$ cat src/rtl/sti_dac_gen.sv
// sti_dac_gen: frame serialiser with byte packer and odd/even bank memory loader.
// Each accepted frame is cropped or padded to 8*(pi_length+1) bits and shifted
// out on so_data. Every 8 transmitted bits become one byte write, steered over
// NBANK odd/even bank pairs. After a frame flagged with pi_end, the remaining
// locations are zero-filled and the block parks in DONE until reset.
module sti_dac_gen #(
    parameter int DW      = 16,
    parameter int LEN_W   = 2,
    parameter int NBANK   = 4,
    parameter int AW      = 5,
    parameter int CB_MODE = 1,
    parameter int CB_ROW  = 8
) (
    input  logic             clk,
    input  logic             reset,
    input  logic             load,
    output logic             pi_ready,
    input  logic [DW-1:0]    pi_data,
    input  logic [LEN_W-1:0] pi_length,
    input  logic             pi_fill,
    input  logic             pi_msb,
    input  logic             pi_low,
    input  logic             pi_end,
    output logic             so_data,
    output logic             so_valid,
    output logic [7:0]       oem_dataout,
    output logic [AW-1:0]    oem_addr,
    output logic [NBANK-1:0] odd_wr,
    output logic [NBANK-1:0] even_wr,
    output logic             oem_finish
);

    localparam int FMAX   = 8 * (2 ** LEN_W);          // longest frame in bits
    localparam int VW     = (FMAX > DW) ? FMAX : DW;   // working width for crop/pad
    localparam int FW     = LEN_W + 4;                 // holds 0..FMAX
    localparam int P      = 2 ** (AW + 1);             // bytes per odd/even pair
    localparam int TOTAL  = NBANK * P;                 // bytes in the whole memory
    localparam int KW     = $clog2(TOTAL) + 1;         // holds 0..TOTAL
    localparam int ROW_SH = $clog2(CB_ROW);

    typedef enum logic [2:0] {
        S_IDLE,
        S_SEND,
        S_GAP,
        S_FILL,
        S_DONE
    } state_e;

    state_e           state_q, state_d;
    logic [FMAX-1:0]  sh_q, sh_d;          // remaining bits, next bit at MSB
    logic [FW-1:0]    f_q, f_d;            // frame length of the current frame
    logic [FW-1:0]    cnt_q, cnt_d;        // bits presented so far
    logic             end_q, end_d;        // current frame was flagged last
    logic             so_data_q, so_data_d;
    logic             so_valid_q, so_valid_d;
    logic [6:0]       byte_q, byte_d;      // first seven bits of the byte being packed
    logic [KW-1:0]    k_q, k_d;            // global byte index
    logic [7:0]       dout_q, dout_d;
    logic [AW-1:0]    addr_q, addr_d;
    logic [NBANK-1:0] odd_q, odd_d;
    logic [NBANK-1:0] even_q, even_d;
    logic             finish_q, finish_d;

    logic [FW-1:0]    f_new;
    logic [VW-1:0]    data_ext, mask, v_ext;
    logic [FMAX-1:0]  v_new, v_rev, sh_load;

    logic [KW-1:0]    p_k, bank_k;
    logic             cb_flip, wr_even;
    logic [AW-1:0]    wr_addr;
    logic [NBANK-1:0] wr_bank;

    logic             accept, mem_full, do_write;
    logic [7:0]       wr_data;

    // Crop or pad pi_data to the requested length and left-align it in send order.
    always_comb begin
        f_new    = (FW'(pi_length) + FW'(1)) << 3;
        data_ext = VW'(pi_data);
        mask     = {VW{1'b1}} >> (VW - int'(f_new));
        if (int'(f_new) < DW) begin
            v_ext = pi_low ? (data_ext >> (DW - int'(f_new))) : (data_ext & mask);
        end else if (int'(f_new) == DW) begin
            v_ext = data_ext;
        end else begin
            v_ext = pi_fill ? (data_ext << (int'(f_new) - DW)) : data_ext;
        end
        v_new = FMAX'(v_ext);
        for (int i = 0; i < FMAX; i++) begin
            v_rev[i] = v_new[FMAX-1-i];
        end
        sh_load = pi_msb ? (v_new << (FMAX - int'(f_new))) : v_rev;
    end

    // Map the global byte index onto bank, address and odd/even side.
    always_comb begin
        p_k     = k_q & KW'(P - 1);
        bank_k  = k_q >> (AW + 1);
        cb_flip = (CB_MODE != 0) && (((p_k >> ROW_SH) & KW'(1)) != '0);
        wr_even = p_k[0] ^ cb_flip;
        wr_addr = AW'(p_k >> 1);
        wr_bank = NBANK'(1) << bank_k;
    end

    assign mem_full = (k_q == KW'(TOTAL));
    assign pi_ready = (state_q == S_IDLE) || ((state_q == S_GAP) && !end_q);
    assign accept   = load && pi_ready;

    // Next state, serial output, byte packing and write-strobe generation.
    always_comb begin
        // NOTE: every signal gets a default first so no path through the case can infer a latch.
        state_d    = state_q;
        sh_d       = sh_q;
        f_d        = f_q;
        cnt_d      = cnt_q;
        end_d      = end_q;
        so_data_d  = 1'b0;
        so_valid_d = 1'b0;
        byte_d     = byte_q;
        k_d        = k_q;
        dout_d     = dout_q;
        addr_d     = addr_q;
        odd_d      = '0;
        even_d     = '0;
        finish_d   = finish_q | mem_full;
        do_write   = 1'b0;
        wr_data    = 8'h00;

        // Pack what is on so_data this cycle; the eighth bit completes a byte.
        if (so_valid_q) begin
            byte_d = {byte_q[5:0], so_data_q};
            if (cnt_q[2:0] == 3'd0) begin
                do_write = 1'b1;
                wr_data  = {byte_q, so_data_q};
            end
        end

        unique case (state_q)
            S_IDLE: ;
            S_SEND: begin
                if (cnt_q == f_q) begin
                    state_d = S_GAP;
                end else begin
                    so_valid_d = 1'b1;
                    so_data_d  = sh_q[FMAX-1];
                    sh_d       = sh_q << 1;
                    cnt_d      = cnt_q + FW'(1);
                end
            end
            S_GAP: begin
                if (end_q) begin
                    if (mem_full) begin
                        state_d = S_DONE;
                    end else begin
                        do_write = 1'b1;
                        state_d  = (k_q == KW'(TOTAL - 1)) ? S_DONE : S_FILL;
                    end
                end else begin
                    state_d = S_IDLE;
                end
            end
            S_FILL: begin
                do_write = 1'b1;
                if (k_q == KW'(TOTAL - 1)) begin
                    state_d = S_DONE;
                end
            end
            S_DONE: ;
            default: state_d = S_IDLE;
        endcase

        // A load accepted in IDLE or GAP starts the next frame; its first bit shows next cycle.
        if (accept) begin
            state_d    = S_SEND;
            f_d        = f_new;
            end_d      = pi_end;
            so_valid_d = 1'b1;
            so_data_d  = sh_load[FMAX-1];
            sh_d       = sh_load << 1;
            cnt_d      = FW'(1);
        end

        // Once every location is written, bytes are still serialised but not stored.
        if (do_write && !mem_full) begin
            dout_d = wr_data;
            addr_d = wr_addr;
            if (wr_even) begin
                even_d = wr_bank;
            end else begin
                odd_d = wr_bank;
            end
            k_d = k_q + KW'(1);
        end
    end

    // State and output registers; reset aborts any frame without writing a partial byte.
    always_ff @(posedge clk or negedge reset) begin
        if (!reset) begin
            state_q    <= S_IDLE;
            sh_q       <= '0;
            f_q        <= '0;
            cnt_q      <= '0;
            end_q      <= 1'b0;
            so_data_q  <= 1'b0;
            so_valid_q <= 1'b0;
            byte_q     <= '0;
            k_q        <= '0;
            dout_q     <= '0;
            addr_q     <= '0;
            odd_q      <= '0;
            even_q     <= '0;
            finish_q   <= 1'b0;
        end else begin
            // NOTE: non-blocking assignments so every register samples the pre-edge values.
            state_q    <= state_d;
            sh_q       <= sh_d;
            f_q        <= f_d;
            cnt_q      <= cnt_d;
            end_q      <= end_d;
            so_data_q  <= so_data_d;
            so_valid_q <= so_valid_d;
            byte_q     <= byte_d;
            k_q        <= k_d;
            dout_q     <= dout_d;
            addr_q     <= addr_d;
            odd_q      <= odd_d;
            even_q     <= even_d;
            finish_q   <= finish_d;
        end
    end

    assign so_data     = so_data_q;
    assign so_valid    = so_valid_q;
    assign oem_dataout = dout_q;
    assign oem_addr    = addr_q;
    assign odd_wr      = odd_q;
    assign even_wr     = even_q;
    assign oem_finish  = finish_q;

endmodule

$ cat config.mk
export PLATFORM = sky130hd
export DESIGN_NAME = sti_dac_gen
export DESIGN_NICKNAME = d
export VERILOG_FILES = /design/src/rtl/sti_dac_gen.sv
export SDC_FILE = /design/constraint.sdc
export NUM_CORES = 1
export LEC_CHECK = 0
export ABC_CLOCK_PERIOD_IN_PS = 2400
export BUFFER_PORTS_ARGS = -buffer_cell sky130_fd_sc_hd__buf_2
export CAP_MARGIN = 20
export CORE_UTILIZATION = 55
export DETAILED_ROUTE_END_ITERATION = 7
export GPL_ROUTABILITY_DRIVEN = 0
export GPL_TIMING_DRIVEN = 0
export HOLD_SLACK_MARGIN = 0.03
export PLACE_DENSITY = 0.77
export SYNTH_ARGS = -nofsm -noshare
export SYNTH_HDL_FRONTEND = slang
export SYNTH_SLANG_ARGS = --single-unit
$ cat constraint.sdc
create_clock -name clk -period 2.4 [get_ports clk]
set_input_delay 0.24 -clock clk [delete_from_list [all_inputs] [get_ports clk]]
set_output_delay 0.24 -clock clk [all_outputs]
set_load 0.1 [all_outputs]
## After elaboration in Yosys (flattened, before gate mapping)

Cells that the tools add are included.

| word-level totals | value |
|---|---|
| bits of input ports | 25 |
| logic and storage cells | 88 |
| bits in registers | 85 |
| output and inout port bits | 25 |

| cells by class | value |
|---|---|
| reductions and logical operators | 12 |
| shifts and indexed selects | 5 |
| bitwise operators | 3 |
| magnitude comparators | 1 |
| multiplexer cells | 35 |
| $add $sub $neg | 6 |
| eq/ne operators | 12 |

Operators by type and width:

| operator | number |
|---|---|
| $mux W32 | 8 |
| $and A16 B32 Y32 | 1 |
| $shl A16 B32 Y32 | 1 |
| $shl A32 B32 Y32 | 1 |
| $shr A16 B32 Y32 | 1 |
| $shr A32 B32 Y32 const A | 1 |
| $mux W3 | 6 |
| $mux W6 | 3 |
| $mux W4 | 4 |
| $mux W8 | 2 |
| $pmux W3 S4 | 1 |
| $mux W1 | 10 |
| $add A9 B1 Y9 const B | 1 |
| $eq A9 B8 Y1 const B | 1 |
| $eq A9 B9 Y1 const B | 1 |
| $sub A5 B6 Y7 const A | 1 |
| $sub A6 B5 Y7 const B | 1 |
| $sub A6 B6 Y7 const A | 1 |
| $add A6 B1 Y6 const B | 1 |
| $eq A3 B2 Y1 const B | 2 |
| $eq A3 B3 Y1 const B | 2 |
| $eq A6 B6 Y1 | 1 |
| $logic_not A3 Y1 | 2 |
| $lt A6 B5 Y1 const B | 1 |
| other kinds (16) | 20 |

## Logic depth before layout (Yosys ltp)

Gate-level depths: netlist of run 1.

| depth | value |
|---|---|
| depth in word-level cells | 9 |
| gate-level depth with buffers | 11 |
| mapped depth without buffers | 8 |

## Least setup slack after synthesis of run 1

Ideal clock, no wire load.

| timing path | value |
|---|---|
| path type | reg-to-reg |
| start | register state_q[0] |
| end | register sh_q[8] |
| clock period less this slack | 3.968 ns |
| setup slack | -1.568 ns |
| data required time | 2.317 ns |
| library setup time | 0.083 ns |
| arrival time | 3.886 ns |
| buffers on the path | 2 |
| stages on the path, launching flop included | 9 |
| cells stage by stage | dfrtp_1 buf_4 a211oi_1 nand2_1 or4_1 clkbuf_2 nor2_1 a221oi_2 o21ai_0 |

| on the way | value |
|---|---|
| word-level cells in the longest chain between the ends | 6 |
| elaborated cells between the ends (all ways) | 10 |
| classes of those cells | 3 x eq/ne; 1 x mux; 6 x reduce/logical |

Ends and longest elaborated chain:

| what | line | text |
|---|---|---|
| start: declaration | 49 | `state_e state_q, state_d;` |
| start signal: assignment | 215 | `state_q <= state_d;` |
| $eq A3 B2 Y1 | 106 | `assign pi_ready = (state_q == S_IDLE) \|\| ((state_q == S_GAP) && !end_q);` |
| $logic_and A1 B1 Y1 | 106 |  |
| $logic_or A1 B1 Y1 (*) | 106 |  |
| net pi_ready | 17 | `output logic pi_ready,` |
| $logic_and A1 B1 Y1 (*) | 107 | `assign accept = load && pi_ready;` |
| $ne A2 B2 Y1 (no source line) / $reduce_bool A2 Y1 (equally long branches) | n/a |  |
| $reduce_and A2 Y1 (no source line) | n/a |  |
| end signal: assignment | 200 | `sh_q <= '0;` |
| end signal: assignment | 216 | `sh_q <= sh_d;` |
| end: declaration | 50 | `logic [FMAX-1:0] sh_q, sh_d;` |

Mark *: on every way through the listed nets, which the timed path passes. The rest lies on a longest branch.
A chain may end at the register's enable or synchronous reset.

## Worst setup path in the final report of run 1

| timing path | value |
|---|---|
| start | input pi_length[0] |
| end | register sh_q[28] |

| on the way | value |
|---|---|
| word-level cells in the longest chain between the ends | 9 |
| elaborated cells between the ends (all ways) | 17 |
| classes of those cells | 4 x add/sub; 1 x order compare; 1 x eq/ne; 4 x shift; 6 x mux; 1 x bitwise |

Ends and longest elaborated chain:

| what | line | text |
|---|---|---|
| start: declaration | 19 | `input logic [LEN_W-1:0] pi_length,` |
| $add A2 B1 Y3 (*) | 78 | `f_new = (FW'(pi_length) + FW'(1)) << 3;` |
| net f_new[3] | 64 | `logic [FW-1:0] f_new;` |
| $sub A6 B6 Y7 / $sub A6 B5 Y7 (equally long branches) | 80, 92, 86 |  |
| $shr A32 B32 Y32 / $shl A16 B32 Y32 (equally long branches) | 80, 86 |  |
| $and A16 B32 Y32 / $mux W32 (equally long branches) | 82, 86 |  |
| $mux W32 (on tied branches) | 82, 83 |  |
| $mux W32 | 81 | `if (int'(f_new) < DW) begin` |
| $shl A32 B32 Y32 | 92 | `sh_load = pi_msb ? (v_new << (FMAX - int'(f_new))) : v_rev;` |
| $mux W32 (*) | 92 |  |
| $mux W32 (*) | 173 | `if (accept) begin` |

Marks and branches as above.

==> impl_metrics.ini, run 1 <==
[floorplan]
core_region_area_um2 = 8760
die_width_um = 97.3
die_height_um = 97.3
start_util_pct = 57.0
pin_count = 50
placementRows = 34
die_area_um2 = 9460

[route]
routed_length_per_placed_instance_um = 20.7
vias = 4891
drtAntennaViolNets = 0
dr.first_iter.drc_count = 646
finalWirelength_um = 15000
drcViolationCount = 0
route.detailed.vias_per_inst = 6.76
drt-pass1-iter-count = 8

[setup_path]
worst_setup_path_category = in2reg
worstPathBufferInverterCount = 5
maximum_fanout_encountered_on_the_critical_timing_path = 10
timing.critical_path.mode_cell = a21oi_1
critical_path_required_ns = 2.65
cpLargestDelayFamily = compound AO/OA/AOI/OAI gates
timing.rr.end = sh_q[3]
worst_setup_path_start_kind = primary input
ff2ff_path_depth = 6
worstReg2RegStart = state_q[1]
timing.critical_path.slowest_stage_cell = a22oi_1
slowest_stage_delay_cp_ns = 0.44
crit_path_end_kind = flop
critical_path_cell_count = 12
r2r_slack_ns = 0.26
arrival_ns = 2.65
critical_path.cell_chain = clkbuf_4 -> buf_8 -> clkinvlp_4 -> ha_1 -> buf_2 -> nand2_2 -> buf_6 -> a21oi_1 -> a21o_1 -> a22oi_1 -> a21oi_1 -> a31o_2

[place]
numPlacedInstances = 707
dpl_cell_area_um2 = 5430
port-buffer-count = 49
place_hpwl_um = 10800

[job]
cap_viol_max_count = 0

[layout]
nNetsFinal = 646
area.growth.synth_to_final_pct = 14.0
stdcell_area_um2 = 5690
fin_util_pct = 64.9
post_route_non_filler_standard_cell_count = 724
filler_cell_count = 740
drive_above_1_share_pct = 20.9
antenna_cells_inserted = 0

[synth]
yosys_warnings = 0
synthDominantCellAreaShare_pct = 42.1
postSynthAreaPerCell_um2 = 9.10
synth_area_leaders = dfrtp_1, nand2_1, o21ai_0
ys_seq_elements = 84
synth_top_flop_cell = dfrtp_1
seq_area_frac_synth_pct = 42.1
synthDominantAreaCellType = dfrtp_1
syn_nets = 584
ys_async_sr_fraction_pct = 100
synthMostInstantiatedCell = dfrtp_1
synth_cells = 549
synthDistinctLibCells = 67
leading_cell_types_by_count_after_synthesis = dfrtp_1, nand2_1, nor2_1
synth-edff-count = 0
netlist_area_um2 = 4990

[min_path]
worst_hold_path.num_cells = 3
hold_path.startpoint = pi_end
min_to = end_q
hold_path_class = in2reg

[global_route]
grt_pass1_vias = 4799
grt_antenna_before_repair = 0
wire_length_of_the_first_global_routing_pass_um = 24200
track_usage_pct = 32.1
grt_max_degree = 68
globalRouteOverflowTotal = 0

[sta]
unrepaired_setup_endpoints_after_global_routing = true
fmax_ghz = 0.417
report.final.setup_viol = 0
finClkSkew_ns = 0.0145
post-route-min-period_ns = 2.40
post-route-period-util_pct = 99.8
holdWs_ns = 0.0776
worst_slew_pin_slew_ns = 0.604
maxSlewViolCount = 0
relative_slew_slack_pct = 59.7
final-hold-violation-count = 0

[cts]
tritoncts = done
numCtsBuffers = 9
clkLatencyLatePin_ns = 0.36
clock_sinks = 84
cts.clk_slew.worst_paths_ns = 0.09
cts_buffer_depth = 2
cts_htree_levels = 3
cts_root_buffer = clkbuf_8

[power_and_ir_drop]
worst_ir_drop_vdd_v = 0.000460
total_leakage_power_uw = 0.00258
power.density_cell_area_nw_per_um2 = 1110

[outcome]
run_status = completed
how the worst max path moves through the flow:
stage | start | to | slack [ns]
floorplan | state_q[1] | sh_q[8] | -0.03
global placement | pi_length[0] | sh_q[23] | -0.48
detailed placement | pi_length[0] | sh_q[23] | -0.54
CTS | pi_length[0] | sh_q[22] | 0.008
global route | pi_length[0] | sh_q[1] | -0.03
finish | pi_length[0] | sh_q[28] | 0.005
cell usage in the layout, fill, tap and decap left out, types with 9 or more instances in the layout:
master / n
nor2_1: 34
a22o_1: 12
buf_2: 61
ha_1: 10
a31oi_1: 15
o211ai_1: 9
clkbuf_8: 9
inv_1: 10
o21ai_0: 29
nand2b_1: 9
dfrtp_1: 84
a21oi_1: 21
nand3_1: 19
clkbuf_1: 10
a221oi_1: 10
a22oi_1: 16
nand2_1: 82
cell type report:
class | count | area, um2 | share of cell area, %
multi-input cells | 415 | 2710 | 47.5
flip-flops and latches | 84 | 2100 | 36.9
repair buffers | 53 | 303 | 5.32
plain buffers | 37 | 218 | 3.83
well taps | 108 | 135 | 2.37
clock buffers | 9 | 124 | 2.18
clock inverters | 7 | 58.8 | 1.03
inverters | 11 | 45.0 | 0.792
layer usage:
| metal | global-route usage [%] | up-vias | routed length (um) |
|---|---|---|---|
| met4 | 15.0 | 0 | 624 |
| met5 | 0 | - | 0 |
| met2 | 49.3 | 388 | 6720 |
| li1 | - | 2155 | - |
| met1 | 42.8 | 2262 | 5830 |
| met3 | 7.91 | 86 | 1810 |
worst register-to-register path, stage by stage (launching register included):
cell and delay, ns:
dfrtp_1 0.46, or3b_1 0.46, a41oi_4 0.43, nor2_4 0.14, buf_6 0.18, a221oi_1 0.26, o21ai_1 0.10
kinds of logic (layout without fill, tap and decap cells):
| logic type | count (synthesis) | count (layout) | share of synthesized area [%] |
|---|---|---|---|
| simple gates | 200 | 200 | 19.0 |
| compound gates | 174 | 174 | 25.5 |
| flops | 84 | 84 | 42.1 |
| buf+inv | 50 | 117 | 4.89 |
| xor+xnor | 16 | 16 | 2.81 |
| mux | 15 | 15 | 3.21 |
| fa+ha+maj | 10 | 10 | 2.51 |
power by group:
part	internal, uW	total (uW)	switching (uW)	leakage (uW)
combinational	986	3120	2130	0.00138
clock	391	967	576	0.0000917
sequential	1890	2240	351	0.00111
state kept, by name, indices dropped and copies added, names as in the netlist:
name,count
sh_q,31
k_q,9
oem_dataout,8
byte_q,7
cnt_q,6
oem_addr,5
even_wr,4
odd_wr,4
f_q,3
state_q,3
end_q,1
oem_finish,1
so_data,1
so_valid,1
stage by stage:
stage	TNS (ns)	total power [uW]	setup WS (ns)
2_1_floorplan	-0.145	4530	-0.0339
3_3_place_gp	-9.96	5210	-0.479
3_5_place_dp	-10.97	5310	-0.535
4_1_cts	0	6270	0.00758
5_1_grt	-0.0626	6680	-0.0332
6_report	0	6320	0.00467
timing repair:
action	CTS	global route
hold endpoints to repair	17	0
endpoints found under the setup margin	10	32
pin swaps	0	1
resized for setup	4	20
setup buffers	0	2
hold buffers	1	0
(Power assumes the default switching activity.)
==> run 2, diff against run 1 <==
ABC_CLOCK_PERIOD_IN_PS = 1900   (was 2400)
CORE_UTILIZATION = 54   (was 55)
PLACE_DENSITY = 0.79   (was 0.77)
clock period = 1.9 ns   (was 2.4 ns; I/O delays follow)
==> run 2 against run 1 <==
The run now ends with design-rule violations, negative setup slack left. Die area up 1.8%. Setup slack worse by 0.069 ns. Clock-buffer cell count unchanged. Routed wire length grew 18%. Combinational power increased by 70%. Sequential share of layout area fell by 5.7 points. Clock power up 28%. Via count rose by 11%. Total power rose by 49%. Critical path depth decreased by 4. Critical endpoint is now sh_q[9]. Final area up 19%.
==> impl_metrics.ini, run 2 (same netlist as run 1, synthesis figures left out) <==
[layout]
commonest_non_fill_non_tap_cell_in_the_layout = dfrtp_1
antenna_cells_inserted = 0
top_register = sh_q
nNetsFinal = 689
area.growth.synth_to_final_pct = 35.3
post_route_non_filler_standard_cell_count = 767
most-common-layout-cells = dfrtp_1, nand2_1, buf_2, buf_4, nor2_1
largest_register_ff_count = 31
drive_above_1_share_pct = 39.5
filler_cell_count = 550

[place]
dp_worst_setup_slack_ns = -0.995
port-buffer-count = 49
numPlacedInstances = 707
place_hpwl_um = 10700

[power_and_ir_drop]
power.density_cell_area_nw_per_um2 = 1390
power.switching_uw = 4460
power.clock.fraction_pct = 13.2
switching_share_pct = 47.3
worst_ir_drop_vdd_v = 0.000604
power.internal_uw = 4970
pwr-share-comb_pct = 56.1
p_seq_share_pct = 30.7
total_leakage_power_uw = 0.00296

[floorplan]
die_height_um = 98.2
die_width_um = 98.2
core_region_area_um2 = 8850
die_area_um2 = 9640
pin_count = 50
start_util_pct = 56.4
placementRows = 34

[job]
cap_viol_max_count = 0

[setup_path]
crit_path_end_kind = flop
r2r_slack_ns = -0.06
worstReg2RegStart = state_q[0]
timing.critical_path.slowest_stage_cell = or3b_4
worst_setup_path_category = reg2reg
timing.critical_path.mode_cell = buf_6
slowest_stage_delay_cp_ns = 0.39
worst_setup_path_start_kind = flop
timing.rr.end = sh_q[9]
arrival_ns = 2.21
maximum_fanout_encountered_on_the_critical_timing_path = 7
critical_path_required_ns = 2.15
ff2ff_path_depth = 8
critical_path.cell_chain = buf_6 -> or3b_4 -> a41oi_4 -> buf_12 -> nor2_4 -> buf_6 -> a22o_1 -> a31o_2

[global_route]
track_usage_pct = 34.8
grt_antenna_before_repair = 0
wire_length_of_the_first_global_routing_pass_um = 26200
globalRouteOverflowTotal = 0
grt_pass1_vias = 5218
grt_max_degree = 65

[cts]
cts_root_buffer = clkbuf_8
clock_sinks = 84
clkLatencyLatePin_ns = 0.36
cts_buffer_depth = 2
cts.clk_slew.worst_paths_ns = 0.09
tritoncts = done
cts_htree_levels = 3
numCtsBuffers = 9

[sta]
maxSlewViolCount = 0
report.final.setup_viol = 12
worst_slew_pin_slew_ns = 0.535
final-hold-violation-count = 0
unrepaired_setup_endpoints_after_global_routing = true
setup_ws_ns = -0.0644
finClkSkew_ns = 0.0128
relative_slew_slack_pct = 63.3
fmax_ghz = 0.509
post-route-period-util_pct = 103
setup_total_negative_slack_ns = -0.335
post-route-min-period_ns = 1.96

[route]
routed_length_per_placed_instance_um = 23.0
drcViolationCount = 101
route.detailed.vias_per_inst = 7.09
vias = 5438
drt-pass1-iter-count = 8
finalWirelength_um = 17700
dr.first_iter.drc_count = 840
drtAntennaViolNets = 0

[outcome]
run_status = complete, but fails checks
failed_checks = design-rule violations, negative setup slack

[min_path]
hold_path_class = in2async
## run 2: changes by cell type in the layout (fill, tap and decap cells not counted), sizes merged
cell / change
buf: +44
clkbuf: -2
clkinv: -2
clkinvlp: +1
dlygate4sd3: +1
inv: +1
## run 2: power by group through the flow
stage | sequential, uW | clock [uW] | combinational, uW
2_1_floorplan | 3500 | 0 | 2310
3_3_place_gp | 2830 | 0 | 3830
4_1_cts | 2830 | 1230 | 4630
3_5_place_dp | 2860 | 0 | 3930
5_1_grt | 2950 | 1310 | 5600
6_report | 2890 | 1240 | 5290
## run 2: per-layer routing
layer | vias to the layer above | track usage, % | routed length [um]
li1 | 2257 | - | -
met1 | 2524 | 42.9 | 6380
met2 | 480 | 54.0 | 7800
met3 | 177 | 11.3 | 2200
met4 | 0 | 19.9 | 1300
met5 | - | 0 | 0
## run 2: stage by stage
| step | utilization, % | hold WS, ns | power [uW] | instance area (um2) |
|---|---|---|---|---|
| after floorplan | - | -0.106 | 5820 | 5100 |
| after global placement | 62.0 | 0.393 | 6650 | 5490 |
| after detailed placement | 62.3 | 0.0996 | 6790 | 5520 |
| after CTS | 71.2 | 0.210 | 8690 | 6300 |
| after global routing | 76.3 | 0.277 | 9860 | 6760 |
| final | 76.3 | 0.255 | 9420 | 6760 |
## run 2: how the worst max path moves through the flow
stage	endpoint	start	slack (ns)	cells after the start
after floorplan	sh_q[8]	state_q[1]	-0.53	7
after global placement	sh_q[29]	pi_length[0]	-0.93	9
after detailed placement	sh_q[29]	pi_length[0]	-1.0	9
after CTS	sh_q[29]	pi_length[0]	-0.04	10
after global routing	sh_q[26]	cnt_q[1]	-0.16	9
final	sh_q[9]	state_q[0]	-0.06	8
## run 2: repair_timing
item | in CTS | in global routing
pin swaps | 14 | 34
hold buffers | 2 | 0
buffers inserted | 25 | 24
setup endpoints to repair | 66 | 51
cloned | 1 | 0
resized for setup | 91 | 82
hold endpoints to repair | 21 | 0
## run 2: critical path: cells and delay by family, from the launching register on
family | cells | cell delay, ns
flops | 1 | 0.36
buf+inv | 3 | 0.40
compound gates | 3 | 0.63
simple gates | 2 | 0.47
## run 2: final cells by class
type | instances | area [um2] | share of cell area (%)
tap | 108 | 135 | 2.00
buffer | 31 | 268 | 3.96
timing repair buffer | 102 | 772 | 11.4
clock buffer | 9 | 124 | 1.83
multi-input combinational | 415 | 3240 | 48.0
clock inverter | 7 | 57.6 | 0.852
sequential | 84 | 2110 | 31.2
inverter | 11 | 45.0 | 0.667
